===== src/rtl/crc_soc_pkg.sv =====
// rtl/crc_soc_pkg.sv - shared types and constants for the CRC SoC memory stream reader
package crc_soc_pkg;

    localparam int MEM_AW    = 16;
    localparam int DW        = 32;
    localparam int MEM_WORDS = 65536;

    typedef enum logic [1:0] {
        RD_IDLE,
        RD_RUN,
        RD_DRAIN,
        RD_DONE
    } rd_state_t;

endpackage


===== src/rtl/crc_sync_fifo.sv =====
// rtl/crc_sync_fifo.sv - single-clock first-word-fall-through FIFO with registered count
module crc_sync_fifo #(
    parameter int WIDTH = 32,
    parameter int DEPTH = 4
) (
    input  logic                   clk,
    input  logic                   reset,
    input  logic                   push,
    input  logic [WIDTH-1:0]       push_data,
    input  logic                   pop,
    output logic [WIDTH-1:0]       head_data,
    output logic                   empty,
    output logic [$clog2(DEPTH):0] count
);

    localparam int PW = $clog2(DEPTH);
    localparam logic [PW:0] FULL_COUNT = (PW + 1)'(DEPTH);
    localparam logic [PW:0] COUNT_ONE  = {{PW{1'b0}}, 1'b1};
    localparam logic [PW-1:0] PTR_ONE  = {{(PW-1){1'b0}}, 1'b1};

    logic [WIDTH-1:0] storage [DEPTH];
    logic [PW-1:0]    wr_ptr;
    logic [PW-1:0]    rd_ptr;
    logic             full;
    logic             do_push;
    logic             do_pop;

    assign empty     = (count == '0);
    assign full      = (count == FULL_COUNT);
    assign head_data = storage[rd_ptr];
    assign do_pop    = pop && !empty;
    // A push into a full FIFO is only legal when the head leaves in the same cycle.
    assign do_push   = push && (!full || do_pop);

    always_ff @(posedge clk) begin
        if (do_push) begin
            storage[wr_ptr] <= push_data;
        end
    end

    always_ff @(posedge clk or posedge reset) begin
        if (reset) begin
            wr_ptr <= '0;
            rd_ptr <= '0;
            count  <= '0;
        end else begin
            assert (!(push && full && !pop));
            if (do_push) begin
                wr_ptr <= wr_ptr + PTR_ONE;
            end
            if (do_pop) begin
                rd_ptr <= rd_ptr + PTR_ONE;
            end
            case ({do_push, do_pop})
                2'b10:   count <= count + COUNT_ONE;
                2'b01:   count <= count - COUNT_ONE;
                default: count <= count;
            endcase
        end
    end

endmodule


===== src/rtl/crc_mem_stream_reader.sv =====
// rtl/crc_mem_stream_reader.sv - credit-limited read master streaming a memory block to the CRC engine
module crc_mem_stream_reader #(
    parameter int MEM_AW     = crc_soc_pkg::MEM_AW,
    parameter int DW         = crc_soc_pkg::DW,
    parameter int FIFO_DEPTH = 4
) (
    input  logic              clk,
    input  logic              reset,
    input  logic              start,
    input  logic [MEM_AW-1:0] base_addr,
    input  logic [MEM_AW:0]   len_words,
    output logic              busy,
    output logic              done,
    output logic [MEM_AW-1:0] mem_address,
    output logic              mem_chipselect,
    output logic              mem_write,
    output logic [3:0]        mem_byteenable,
    output logic              mem_clken,
    input  logic [DW-1:0]     mem_readdata,
    output logic [DW-1:0]     out_data,
    output logic              out_valid,
    input  logic              out_ready,
    output logic              out_last
);

    localparam int CW = $clog2(FIFO_DEPTH) + 1;
    localparam logic [MEM_AW:0] CNT_ONE = {{MEM_AW{1'b0}}, 1'b1};

    crc_soc_pkg::rd_state_t state;
    crc_soc_pkg::rd_state_t state_nxt;

    logic [MEM_AW-1:0] base_q;
    logic [MEM_AW:0]   len_q;
    logic [MEM_AW:0]   len_m1;
    logic [MEM_AW:0]   issued_q;
    logic [MEM_AW:0]   popped_q;
    logic              inflight;
    logic [CW-1:0]     fifo_count;
    logic              fifo_empty;
    logic [DW-1:0]     head_data;
    logic              accept;
    logic              issue;
    logic              pop;
    logic              drain_exit;

    assign mem_write      = 1'b0;
    assign mem_byteenable = 4'hF;
    assign mem_clken      = 1'b1;

    assign accept = (state == crc_soc_pkg::RD_IDLE) && start;
    assign len_m1 = len_q - CNT_ONE;

    // Credit uses only registered terms so out_ready never reaches mem_chipselect.
    assign issue = (state == crc_soc_pkg::RD_RUN)
                && ((int'(fifo_count) + int'(inflight)) < FIFO_DEPTH);

    assign mem_chipselect = issue;
    assign mem_address    = base_q + issued_q[MEM_AW-1:0];

    assign out_valid = !fifo_empty;
    assign pop       = out_valid && out_ready;
    assign out_last  = out_valid && (popped_q == len_m1);
    assign out_data  = out_valid ? head_data : '0;

    assign busy = (state != crc_soc_pkg::RD_IDLE);
    assign done = (state == crc_soc_pkg::RD_DONE);

    // Leaving on the final handshake itself lets done land the cycle after it.
    assign drain_exit = (pop && out_last)
                     || (fifo_empty && !inflight && (popped_q == len_q));

    always_comb begin
        state_nxt = state;
        case (state)
            crc_soc_pkg::RD_IDLE: begin
                if (start) begin
                    state_nxt = (len_words == '0) ? crc_soc_pkg::RD_DONE : crc_soc_pkg::RD_RUN;
                end
            end
            crc_soc_pkg::RD_RUN: begin
                if (issue && (issued_q == len_m1)) begin
                    state_nxt = crc_soc_pkg::RD_DRAIN;
                end
            end
            crc_soc_pkg::RD_DRAIN: begin
                if (drain_exit) begin
                    state_nxt = crc_soc_pkg::RD_DONE;
                end
            end
            crc_soc_pkg::RD_DONE: begin
                state_nxt = crc_soc_pkg::RD_IDLE;
            end
            default: begin
                state_nxt = crc_soc_pkg::RD_IDLE;
            end
        endcase
    end

    always_ff @(posedge clk or posedge reset) begin
        if (reset) begin
            state    <= crc_soc_pkg::RD_IDLE;
            base_q   <= '0;
            len_q    <= '0;
            issued_q <= '0;
            popped_q <= '0;
            inflight <= 1'b0;
        end else begin
            state    <= state_nxt;
            inflight <= issue;
            if (accept) begin
                base_q   <= base_addr;
                len_q    <= len_words;
                issued_q <= '0;
                popped_q <= '0;
            end else begin
                if (issue) begin
                    issued_q <= issued_q + CNT_ONE;
                end
                if (pop) begin
                    popped_q <= popped_q + CNT_ONE;
                end
            end
        end
    end

    crc_sync_fifo #(
        .WIDTH (DW),
        .DEPTH (FIFO_DEPTH)
    ) u_fifo (
        .clk       (clk),
        .reset     (reset),
        .push      (inflight),
        .push_data (mem_readdata),
        .pop       (pop),
        .head_data (head_data),
        .empty     (fifo_empty),
        .count     (fifo_count)
    );

endmodule


===== config.mk =====
export PLATFORM = sky130hd
export DESIGN_NAME = crc_mem_stream_reader
export DESIGN_NICKNAME = d
export VERILOG_FILES = /design/src/rtl/crc_soc_pkg.sv /design/src/rtl/crc_sync_fifo.sv /design/src/rtl/crc_mem_stream_reader.sv
export SDC_FILE = /design/constraint.sdc
export NUM_CORES = 1
export LEC_CHECK = 0
export CAP_MARGIN = 20
export CORE_MARGIN = 4
export CORE_UTILIZATION = 37
export CTS_BUF_LIST = sky130_fd_sc_hd__clkbuf_8
export DETAILED_ROUTE_END_ITERATION = 10
export PLACE_DENSITY = 0.55
export SYNTH_ARGS = -nofsm -noshare
export SYNTH_HDL_FRONTEND = slang
export SYNTH_SLANG_ARGS = --single-unit

===== constraint.sdc =====
create_clock -name clk -period 8.5 [get_ports clk]
set_clock_uncertainty 0.05 [all_clocks]
set_input_delay 1.275 -clock clk [delete_from_list [all_inputs] [get_ports clk]]
set_output_delay 1.275 -clock clk [all_outputs]
set_load 0.03 [all_outputs]

==> results of run 1 <==
through the flow:
stage | power, uW | cell area, sq um | hold WS (ps)
floorplan | 1720 | 10200 | 402
global placement | 2060 | 11800 | 421
detailed placement | 2050 | 11800 | 425
CTS | 2950 | 12500 | 438
global route | 3040 | 12500 | 461
finish | 2900 | 12500 | 435
cells by family (layout without fill, tap and decap cells):
group,Yosys count,after routing,share of synthesized area
and+or+nand+nor,326,326,0.162
DFF,205,205,0.564
AOI/OAI and AO/OA,91,91,0.0576
xor gates and xnor gates,85,85,0.0727
buffers and inverters,72,224,0.0306
muxes,37,37,0.0756
adders and majority gates,29,29,0.0369
other,2,6,0.000734
synth_stat cells, types with 4 or more instances:
cell type | instances | share of area
nand2b_1 | 4 | 0.0024
nor3_1 | 15 | 0.0073
xor2_1 | 25 | 0.021
a21oi_1 | 27 | 0.013
nor3b_1 | 5 | 0.0037
nor2b_1 | 4 | 0.0024
nor4_1 | 12 | 0.0073
dfrtp_1 | 77 | 0.19
mux4_2 | 32 | 0.070
nand4_1 | 19 | 0.012
or3_1 | 11 | 0.0067
nor2_1 | 56 | 0.021
buf_4 | 7 | 0.0051
o21ai_0 | 22 | 0.011
a211oi_1 | 6 | 0.0044
inv_1 | 28 | 0.010
and3_1 | 6 | 0.0037
clkbuf_1 | 31 | 0.011
nand3_1 | 21 | 0.010
o21a_1 | 5 | 0.0037
and2_1 | 38 | 0.023
edfxtp_1 | 128 | 0.38
nand2_1 | 115 | 0.042
ha_1 | 27 | 0.033
xnor2_1 | 60 | 0.051
layer usage:
layer  global-route usage  up-vias
met2                0.258      151
met1                0.226     3407
met4               0.0452        2
met3               0.0363       40
li1                     -     3324
met5                    0        -
state kept, by name, indices dropped and copies added, names as in the netlist:
register / cells
u_fifo.rd_ptr: 2
u_fifo.storage: 128
u_fifo.count: 3
len_q: 17
inflight: 1
popped_q: 17
state: 2
issued_q: 17
u_fifo.wr_ptr: 2
base_q: 16
final timing paths:
| kind | from | endpoint | slack, ps |
|---|---|---|---|
| worst max-delay path | issued_q[1] | mem_address[15] | 2950 |
| worst min-delay path | base_q[0] | base_q[0] | 430 |
| worst max register to register | len_q[0] | state[1] | 5200 |
| worst min register to register | base_q[0] | base_q[0] | 430 |
| max in group asynchronous | reset | len_q[9] | 6850 |
| min in group asynchronous | reset | u_fifo.wr_ptr[0] | 990 |
critical path, stage by stage (launching register included):
cell	delay, ps
dfrtp_1	440
ha_1	320
a211o_1	340
a211oi_1	290
o31ai_1	170
nor4_1	290
nor3_1	110
a2111oi_0	700
a21oi_1	180
xnor2_1	180
clkdlybuf4s50_1	680
area by class of cell:
cell class,count,share of cell area
clock buffer,43,0.0472
clock inverter,19,0.00858
inverter,28,0.00848
multi-input combinational,574,0.332
sequential,205,0.460
tap,372,0.0371
timing repair buffer,134,0.106
power groups by stage:
stage / Sequential (uW) / Combinational (uW) / Clock [uW]
2_1_floorplan: 1130 / 592 / 0
3_3_place_gp: 1150 / 907 / 0
3_5_place_dp: 1150 / 903 / 0
4_1_cts: 1130 / 909 / 904
5_1_grt: 1140 / 952 / 954
6_report: 1130 / 891 / 872
cell usage in the layout, fill, tap and decap left out, types with 3 or more instances in the layout:
cell type / synthesis / final
a211oi_1: 6 / 6
a21oi_1: 27 / 27
a22o_1: 3 / 3
and2_1: 38 / 37
and3_1: 6 / 6
buf_4: 7 / 12
clkbuf_8: 0 / 43
clkdlybuf4s50_1: 0 / 121
clkinv_1: 0 / 3
clkinv_2: 0 / 4
conb_1: 2 / 6
dfrtp_1: 77 / 76
edfxtp_1: 128 / 128
ha_1: 27 / 27
inv_1: 28 / 37
mux2i_1: 3 / 3
mux4_2: 32 / 32
nand2_1: 115 / 115
nand2b_1: 4 / 4
nand3_1: 21 / 21
nand4_1: 19 / 19
nor2_1: 56 / 56
nor2b_1: 4 / 4
nor3_1: 15 / 15
nor3b_1: 5 / 5
nor4_1: 12 / 12
o21a_1: 5 / 5
o21ai_0: 22 / 22
o31ai_1: 3 / 3
or2_2: 3 / 3
or3_1: 11 / 11
xnor2_1: 60 / 60
xor2_1: 25 / 25
==> flow_summary.yaml, run 1 <==
route:
  wl_met2_um: 11500
  wirelength_um: 24700
  vias: 6924
  drc: 0
  firstDrtPassIters: 5
  dr_wl_met3_um: 1210
  ant_nets: 0
  highest_layer: "met5"
  wl_met1_um: 11400
  dr.first_iter.drc_count: 399
  via_per_inst: 5.04
  wl_per_cell_um: 17.9
critical_path:
  endpoint_kind: "output port"
  path_class: "register to output port"
  crit_fanout: 6
  required_ps: 7170
  worstPathArrival_ps: 4230
  critPathLaunchType: "register"
  rr_worst_depth: 10
die:
  rows: 60
  ios: 128
  die_x_um: 174
  initial_utilization: 0.378
  coreArea_sq_mm: 0.0271
  die_h_um: 174
  dieArea_sq_mm: 0.0304
layout:
  multi_input_area_sq_mm: 0.00417
  final_layout_size_suffix_gt1_frac: 0.112
  fin_util: 0.463
  seqCellArea_sq_mm: 0.00577
  fillers: 2470
  synthToLayoutAreaGrowth_pct: 22.5
  fin_cells: 1375
  antenna_cells: 0
  layout.nets: 1080
global_route:
  grt_max_degree: 78
  grt_pass1_wl_um: 39200
  grt_overflow: 0
  grt_usage: 0.163
  antenna_found_initial: 1
  grt_pass1_vias: 7075
placement:
  placedCellCount: 1312
  hpwlAfterDp_um: 16400
  place_congestion: 0.839
  portBuffers: 121
  pre_cts_slack_ps: 3410
sta:
  final.setup.tns_ps: 0
  final_hold_viol_count: 0
  post-route-period-util: 0.654
  drv_slew: 0
  timing.final.ws_setup_ps: 2950
  fmax_mhz: 180
  grt_setup_unrepaired: "false"
  worst_pin_slew_ps: 835
  max_slew_margin: 0.438
  period_needed_ps: 5550
  setup_violations: 0
synthesis:
  synth_cell_types: 66
  synth-seq-cells: 205
  syn-cell-area_sq_mm: 0.0102
  syn_area_per_cell_sq_um: 12.1
  synth_edf_count: 128
  ys_seq_area_frac: 0.564
  syn_inst: 847
  synth_warnings: 0
  async_flop_share: 0.376
  ys.flop_type: "edfxtp_1"
clock_tree:
  clk_latency_ps: 540
  cts_resized: 0
  numClockSinks: 205
  cts.clk_slew.worst_paths_ps: 50
  cts_max_level: 2
  cts_buffers: 39
  ctsHoldBuffers: 0
  post_cts_buffers: 0
  cts_buffer_depth: 3
  cts-root-buf: "clkbuf_8"
  cts_tree: "yes"
run:
  cap_viol_max_count: 0
pwr:
  p_leak_uw: 0.00471
  internal_power_uw: 1970
  power_switching_uw: 922
  irDropWorstVdd_mv: 0.172
  power_frac_seq: 0.391
  p_sw_frac: 0.318
  pwr_density_cell_mw_per_mm2: 231
  pwr-share-comb: 0.308
  clock_power_share: 0.301
status:
  status: "complete, no violations"
worst_hold_path:
  whs_path_depth: 2
  min_path_type: "register to register"
No activity file was read; power rests on OpenSTA's default activity.
==> run 2: changes to the inputs <==
Settings changed: PLACE_DENSITY 0.55 to 0.57.
Clock period 8.5 ns to 5 ns, I/O delays scaled along.
==> run 2 against run 1 <==
  * Hold slack worse by 5.4 ps
  * Sequential power increased by 74%
  * Clock power is 71% higher
  * Flip-flop and latch count did not move
  * Critical path depth down 1
  * Die area unchanged
==> flow_summary.yaml, run 2 (synthesis results as in run 1) <==
pwr:
  irDropWorstVdd_mv: 0.350
  internal_power_uw: 3380
  power_frac_seq: 0.397
  pwr_density_cell_mw_per_mm2: 394
  p_sw_frac: 0.317
  power_switching_uw: 1570
  pwr-share-comb: 0.302
  clock_power_share: 0.302
  p_leak_uw: 0.00480
sta:
  final.setup.tns_ps: 0
  holdWs_ps: 429
  setup_violations: 0
  max_slew_margin: 0.362
  drv_slew: 0
  worst_pin_slew_ps: 958
  fmax_mhz: 212
  post-route-period-util: 0.942
  period_needed_ps: 4710
  grt_setup_unrepaired: "false"
  final_hold_viol_count: 0
layout:
  fin_util: 0.464
  regMostFlops: "u_fifo.storage"
  layout.nets: 1082
  final_common_cell: "edfxtp_1"
  final_layout_size_suffix_gt1_frac: 0.113
  largest_reg_flops: 128
  antenna_cells: 0
  fillers: 2487
  most-common-layout-cells: "edfxtp_1 (128), clkdlybuf4s50_1 (118), nand2_1 (115), dfrtp_1 (76), xnor2_1 (60)"
  synthToLayoutAreaGrowth_pct: 23.0
route:
  firstDrtPassIters: 5
  via_per_inst: 5.03
  drc: 0
  wl_per_cell_um: 17.8
  wirelength_um: 24700
  vias: 6955
  dr.first_iter.drc_count: 417
  ant_nets: 0
critical_path:
  r2r_start: "len_q[9]"
  crit_fanout: 6
  critPathLaunchType: "register"
  worstPathArrival_ps: 3910
  required_ps: 4200
  critPathLaunch: "len_q[0]"
  endpoint_kind: "output port"
  path_class: "register to output port"
die:
  initial_utilization: 0.378
  ios: 128
  coreArea_sq_mm: 0.0271
  die_h_um: 174
  die_x_um: 174
  rows: 60
  dieArea_sq_mm: 0.0304
worst_hold_path:
  min_path_type: "register to register"
  min_from: "base_q[4]"
clock_tree:
  cts_buffer_depth: 3
  cts-root-buf: "clkbuf_8"
  cts.clk_slew.worst_paths_ps: 60
  ctsHoldBuffers: 0
  cts_tree: "yes"
  cts_buffers: 38
  numClockSinks: 205
  clk_latency_ps: 540
  cts_max_level: 2
global_route:
  antenna_found_initial: 0
  grt_pass1_vias: 7182
  grt_usage: 0.163
  grt_overflow: 0
  grt_pass1_wl_um: 39800
  grt_max_degree: 45
placement:
  place_congestion: 0.891
  hpwlAfterDp_um: 17100
  portBuffers: 121
status:
  status: "complete, no violations"
run:
  cap_viol_max_count: 0
## run 2: path summary, 6_finish.rpt
kind                            cells after the start  slack (ps)      endpoint
worst min register to register                      2         430     base_q[4]
worst max register to register                      8        1610      state[1]
min in group asynchronous                           2         640     base_q[0]
worst min-delay path                                2         430     base_q[4]
worst max-delay path                                9         290      out_last
max in group asynchronous                           3        3300  popped_q[16]
## run 2: stage by stage
stage               std cells  cell area, sq um  worst slack [ps]  power (uW)
floorplan                 851             10200              1180        2930
global placement         1315             11800               618        3500
detailed placement       1316             11900               530        3510
CTS                      1382             12600              37.3        5050
global route             1382             12600              78.5        5210
finish                   1382             12600               290        4960
## run 2: cell type report
class	count	area (sq um)	share of cell area
clock buffer	40	551	0.0437
timing repair buffer	137	1360	0.108
tap	372	465	0.0370
multi-input combinational	574	4170	0.331
sequential	205	5770	0.459
clock inverter	26	163	0.0129
inverter	28	106	0.00845
## run 2: power groups by stage
stage / Combinational (uW) / Clock, uW / Sequential [uW]
after global routing: 1590 / 1630 / 1980
after global placement: 1500 / 0 / 2000
after CTS: 1520 / 1560 / 1970
after floorplan: 1010 / 0 / 1920
after detailed placement: 1510 / 0 / 2000
final: 1500 / 1490 / 1970
## run 2: what timing repair did
item,CTS,global route
resized for setup,1,4
cloned,0,0
buffers inserted,0,0
setup endpoints to repair,1,3
## run 2: worst max-delay path, cell delays in order (launching register included)
cell	delay (ps)
dfrtp_1	450
inv_1	100
ha_1	270
or4b_1	620
or4_4	480
xnor2_1	200
nand4_1	130
nor3_2	240
and3_2	210
clkdlybuf4s50_1	660
## run 2: routing by layer
metal / vias up / global-route usage / share of wire
li1: 3337 / - / -
met1: 3381 / 0.225 / 0.45
met2: 186 / 0.257 / 0.46
met3: 51 / 0.0355 / 0.058
met4: 0 / 0.0511 / 0.025
met5: - / 0 / 0
